$ cat config.mk
export PLATFORM = sky130hd
export DESIGN_NAME = enc8to3_serial_flat
export DESIGN_NICKNAME = d
export VERILOG_FILES = /design/src/rtl/enc_pkg.sv /design/src/rtl/enc8to3_serial_if.sv /design/src/rtl/enc8to3_serial_prio_enc8.sv /design/src/rtl/enc8to3_serial.sv /design/src/flat_wrapper.sv
export SDC_FILE = /design/constraint.sdc
export NUM_CORES = 1
export LEC_CHECK = 0
export BUFFER_PORTS_ARGS = -buffer_cell sky130_fd_sc_hd__buf_2
export CORE_MARGIN = 5
export CORE_UTILIZATION = 53
export DETAILED_ROUTE_END_ITERATION = 12
export HOLD_SLACK_MARGIN = 0.02
export PLACE_DENSITY = 0.85
export SYNTH_ARGS = -nofsm -noshare
export SYNTH_HDL_FRONTEND = slang
export SYNTH_SLANG_ARGS = --single-unit
export TNS_END_PERCENT = 20
$ cat constraint.sdc
create_clock -name clk -period 5.2 [get_ports clk]
set_input_delay 1.56 -clock clk [delete_from_list [all_inputs] [get_ports clk]]
set_output_delay 1.56 -clock clk [all_outputs]
set_load 0.02 [all_outputs]
$ cat src/rtl/enc_pkg.sv
// enc_pkg: shared state type and widths for the serial 8-to-3 encoder
package enc_pkg;
  localparam int VEC_W = 8;
  localparam int IDX_W = 3;
  typedef enum logic [1:0] {IDLE, EMIT, NONE} state_t;
endpackage

$ cat src/rtl/enc8to3_serial_if.sv
// enc8to3_serial_if: vector-in / beat-out handshake bundle for enc8to3_serial
interface enc8to3_serial_if;
  import enc_pkg::*;
  logic [VEC_W-1:0] in;
  logic             en;
  logic             in_valid;
  logic             in_ready;
  logic [IDX_W-1:0] out;
  logic             out_valid;
  logic             out_ready;
  logic             out_last;
  logic             out_none;
  modport master (
    output in, en, in_valid, out_ready,
    input  in_ready, out, out_valid, out_last, out_none
  );
  modport slave (
    input  in, en, in_valid, out_ready,
    output in_ready, out, out_valid, out_last, out_none
  );
endinterface

$ cat src/rtl/enc8to3_serial_prio_enc8.sv
// prio_enc8: combinational 8-bit priority encoder, highest or lowest set bit first
module prio_enc8
  import enc_pkg::*;
#(
  parameter bit MSB_FIRST = 1
) (
  input  logic [VEC_W-1:0] vec_i,
  output logic [IDX_W-1:0] idx_o,
  output logic             any_o
);
  always_comb begin
    idx_o = '0;
    for (int i = 0; i < VEC_W; i++)
      if (vec_i[MSB_FIRST ? i : VEC_W-1-i]) idx_o = IDX_W'(MSB_FIRST ? i : VEC_W-1-i);
  end
  assign any_o = |vec_i;
endmodule

$ cat src/rtl/enc8to3_serial.sv
// enc8to3_serial: captures a multi-hot vector and emits one encoded index beat per set bit
module enc8to3_serial
  import enc_pkg::*;
#(
  parameter bit MSB_FIRST = 1
) (
  input logic               clk,
  input logic               rst,
  enc8to3_serial_if.slave   bus
);
  state_t           state_q, state_d;
  logic [VEC_W-1:0] pending_q, pending_d, cap_vec;
  logic [IDX_W-1:0] idx;
  logic             any, last, valid;
  prio_enc8 #(.MSB_FIRST(MSB_FIRST)) u_prio (
    .vec_i (pending_q),
    .idx_o (idx),
    .any_o (any)
  );
  assign last    = any && ((pending_q & (pending_q - VEC_W'(1))) == '0);
  assign cap_vec = bus.en ? bus.in : '0;
  always_comb begin
    state_d   = state_q;
    pending_d = pending_q;
    case (state_q)
      IDLE: if (bus.in_valid) begin
        pending_d = cap_vec;
        state_d   = |cap_vec ? EMIT : NONE;
      end
      EMIT: if (bus.out_ready) begin
        pending_d = pending_q & ~(VEC_W'(1) << idx);
        state_d   = last ? IDLE : EMIT;
      end
      NONE: if (bus.out_ready) state_d = IDLE;
      default: begin
        state_d   = IDLE;
        pending_d = '0;
      end
    endcase
  end
  always_ff @(posedge clk) begin
    if (rst) begin
      state_q   <= IDLE;
      pending_q <= '0;
    end else begin
      state_q   <= state_d;
      pending_q <= pending_d;
    end
  end
  assign valid         = !rst && state_q != IDLE;
  assign bus.in_ready  = !rst && state_q == IDLE;
  assign bus.out_valid = valid;
  assign bus.out       = valid && state_q == EMIT ? idx : '0;
  assign bus.out_last  = valid && (state_q == NONE || last);
  assign bus.out_none  = valid && state_q == NONE;
endmodule

$ cat src/flat_wrapper.sv
// flat-port wrapper written by rule: the top's interface ports become plain ports
module enc8to3_serial_flat import enc_pkg::*;
#(
  parameter bit MSB_FIRST = 1
)
  (clk, rst, bus_in, bus_en, bus_in_valid, bus_out_ready, bus_in_ready, bus_out, bus_out_valid, bus_out_last, bus_out_none);
  enc8to3_serial_if bus_i ();
  input logic clk;
  input logic rst;
  input wire logic [$bits(bus_i.in)-1:0] bus_in;
  input wire logic [$bits(bus_i.en)-1:0] bus_en;
  input wire logic [$bits(bus_i.in_valid)-1:0] bus_in_valid;
  input wire logic [$bits(bus_i.out_ready)-1:0] bus_out_ready;
  output wire logic [$bits(bus_i.in_ready)-1:0] bus_in_ready;
  output wire logic [$bits(bus_i.out)-1:0] bus_out;
  output wire logic [$bits(bus_i.out_valid)-1:0] bus_out_valid;
  output wire logic [$bits(bus_i.out_last)-1:0] bus_out_last;
  output wire logic [$bits(bus_i.out_none)-1:0] bus_out_none;
  assign bus_i.in = bus_in;
  assign bus_i.en = bus_en;
  assign bus_i.in_valid = bus_in_valid;
  assign bus_i.out_ready = bus_out_ready;
  assign bus_in_ready = bus_i.in_ready;
  assign bus_out = bus_i.out;
  assign bus_out_valid = bus_i.out_valid;
  assign bus_out_last = bus_i.out_last;
  assign bus_out_none = bus_i.out_none;
  enc8to3_serial #(.MSB_FIRST(MSB_FIRST)) u_core (.clk(clk), .rst(rst), .bus(bus_i));
endmodule
==> flow_summary.json <==
{
  "drive_above_1_share": 0.2991,
  "synthMuxAreaShare": 0,
  "synth-edff-count": 0,
  "slew_headroom": 0.7297,
  "initial_core_util": 0.5550,
  "wl_um": 1836,
  "setup_viol": 0,
  "die_area_mm2": 0.002179,
  "grt_max_degree": 11,
  "grt_pass1_wl_um": 2987,
  "clock_path_buffers": 2,
  "fmax_mhz": 252.9,
  "yosysSeqAreaShare": 0.2807,
  "syn_nets": 101,
  "die_w_um": 46.68,
  "synth_flop_cell": "dfxtp_1",
  "cts_max_level": 1,
  "clk_latency_ns": 0.27,
  "slowest_delay_ns": 0.24,
  "ant_nets": 0,
  "first_pass_iters": 5,
  "post-route-period-util": 0.7605,
  "cts_made_buffers": 3,
  "ys_types": 36,
  "grt_overflow_total": 0,
  "worstHoldPathCells": 2,
  "cts.sinks": 10,
  "die_h_um": 46.68,
  "min_from": "u_core.pending_q[0]$_SDFFE_PP0P_",
  "core-area_mm2": 0.001285,
  "multi_input_area_um2": 460.4,
  "root_buffer": "clkbuf_4",
  "crit_type": "in -> out",
  "cap_violations": 0,
  "outcome": "completed",
  "n_antenna_cell": 0,
  "pin_count": 20,
  "cp.required_ns": 3.64,
  "synthCells": 88,
  "yosysWarningCount": 0,
  "r2r_end": "u_core.state_q[0]$_SDFFE_PP0P_",
  "post_cts_resized": 0,
  "rsz0062_at_grt": "false",
  "wl_per_cell_um": 15.05,
  "antenna_found_initial": 0,
  "grt_pass1_vias": 721,
  "placed_cell_area_um2": 785.8,
  "startpoint_type": "input port",
  "final_cell_area_um2": 822.0,
  "crit_buf_inv": 3,
  "syn_avg_cell_area_um2": 8.104,
  "cp_slowest_cell": "a221oi_1",
  "grt_use_total": 0.1893,
  "ir_worst_vdd_mv": 0.1227,
  "holdPathEnd": "u_core.pending_q[0]$_SDFFE_PP0P_",
  "worstMarginPinSlew_ns": 0.4025,
  "async_flop_share": 0,
  "drv_slew": 0,
  "final_common_cell": "buf_2",
  "final_cell_mix": "19 x buf_2, 13 x nand2_1, 10 x dfxtp_1",
  "p_per_area_mw_per_mm2": 288.5,
  "hold_violations": 0,
  "skew_ns": 0.0008597,
  "fin_crit_ns": 3.954,
  "io_buffers": 19,
  "num_rows": 13,
  "r2r_slack_ns": 3.60,
  "drt_iter0_markers": 40,
  "ys_ff_latch": 10,
  "area_growth_pct": 15.26,
  "path_cells": "buf_2 -> inv_1 -> nand2b_1 -> a221oi_1 -> buf_2",
  "hold_path_class": "reg -> reg",
  "drc": 0,
  "fillers": 108,
  "synth-xor-area-share": 0,
  "netlist_area_um2": 713.2,
  "vias": 792,
  "cp-end-kind": "primary output",
  "synth_simple_gate_area_frac": 0.3175,
  "r2r-start": "u_core.pending_q[7]$_SDFFE_PP0P_",
  "postCtsHoldBufs": 0,
  "seq_area_um2": 200.2,
  "synth_top_family_by_area": "compound AO/OA/AOI/OAI gates",
  "gp_congestion": 0.8484,
  "postCtsSetupBuffers": 0,
  "crit_path_max_fanout": 10,
  "cts_tree": "yes",
  "synth_fa_ha_area_frac": 0,
  "vias_per_cell": 6.492,
  "rr_worst_depth": 5,
  "synth_compound_area_frac": 0.3281,
  "final.setup.tns_ns": 0,
  "final_nets": 121,
  "arrival_ns": 2.39,
  "crit_top_cell": "buf_2",
  "p_leak_nw": 0.3508,
  "path_clk_slew_ns": 0.07,
  "path_delay_family": "buffers and inverters",
  "hpwl_um": 1375
}
[per-layer routing]
layer	up-vias	track usage	wire length, µm
met5	-	0	0
li1	373	-	-
met4	0	0.08840	65
met1	364	0.2245	734
met2	47	0.3214	882
met3	8	0.03906	154
[worst reg2reg max path: stages, from the launching register on]
cell      delay [ns]
dfxtp_1         0.43
nor4_1          0.42
a21oi_1         0.13
o22ai_1         0.24
and3_1          0.22
a221oi_2        0.05
[flip-flops by register name (all words and copies together) (netlist names)]
| register | count |
|---|---|
| u_core.pending_q | 8 |
| u_core.state_q | 2 |
[layout make-up]
class / instances / area share
Tap cell: 15 / 0.02283
Multi-Input combinational cell: 71 / 0.5601
Timing Repair Buffer: 19 / 0.1157
Clock buffer: 4 / 0.04414
Sequential cell: 10 / 0.2435
Inverter: 3 / 0.01370
[report_power, final]
group          switching, mW  internal (mW)
logic                 0.0425         0.0295
clock network         0.0306         0.0426
registers            0.00998         0.0820
[stage by stage]
step / power, mW / instances / setup slack, ns / utilization / hold WS (ns)
after floorplan: 0.1462 / 88 / 1.073 / - / 0.4822
after global placement: 0.1617 / 118 / 1.293 / 0.6115 / 0.5176
after detailed placement: 0.1634 / 118 / 1.260 / 0.6115 / 0.5148
after CTS: 0.2356 / 122 / 1.261 / 0.6397 / 0.5304
after global routing: 0.2461 / 122 / 1.214 / 0.6397 / 0.5763
final: 0.2371 / 122 / 1.246 / 0.6397 / 0.5331
[synth_stat cells (3+ instances only)]
| cell type | number | area, µm² |
|---|---|---|
| nand2_1 | 13 | 48.80 |
| nor4_1 | 4 | 25.02 |
| a21oi_1 | 5 | 25.02 |
| dfxtp_1 | 10 | 200.2 |
| nor2_1 | 9 | 33.78 |
| and3_1 | 3 | 18.77 |
| inv_1 | 3 | 11.26 |
| a31oi_1 | 4 | 25.02 |
| buf_6 | 3 | 33.78 |
[how the worst max path moves through the flow]
stage / startpoint / to / slack, ns / cells after the start
2_1_floorplan: rst / bus_out_last / 1.07 / 3
3_3_place_gp: rst / bus_out[0] / 1.29 / 5
3_5_place_dp: rst / bus_out[0] / 1.26 / 5
4_1_cts: rst / bus_out[0] / 1.26 / 5
5_1_grt: rst / bus_out[0] / 1.21 / 5
6_report: rst / bus_out[0] / 1.25 / 5
[kinds of logic after synthesis]
logic type             after synthesis
buffers and inverters                7
and+or+nand+nor                     40
AOI/OAI and AO/OA                   31
DFF                                 10
Note: power is estimated with default switching activity, not from simulation.
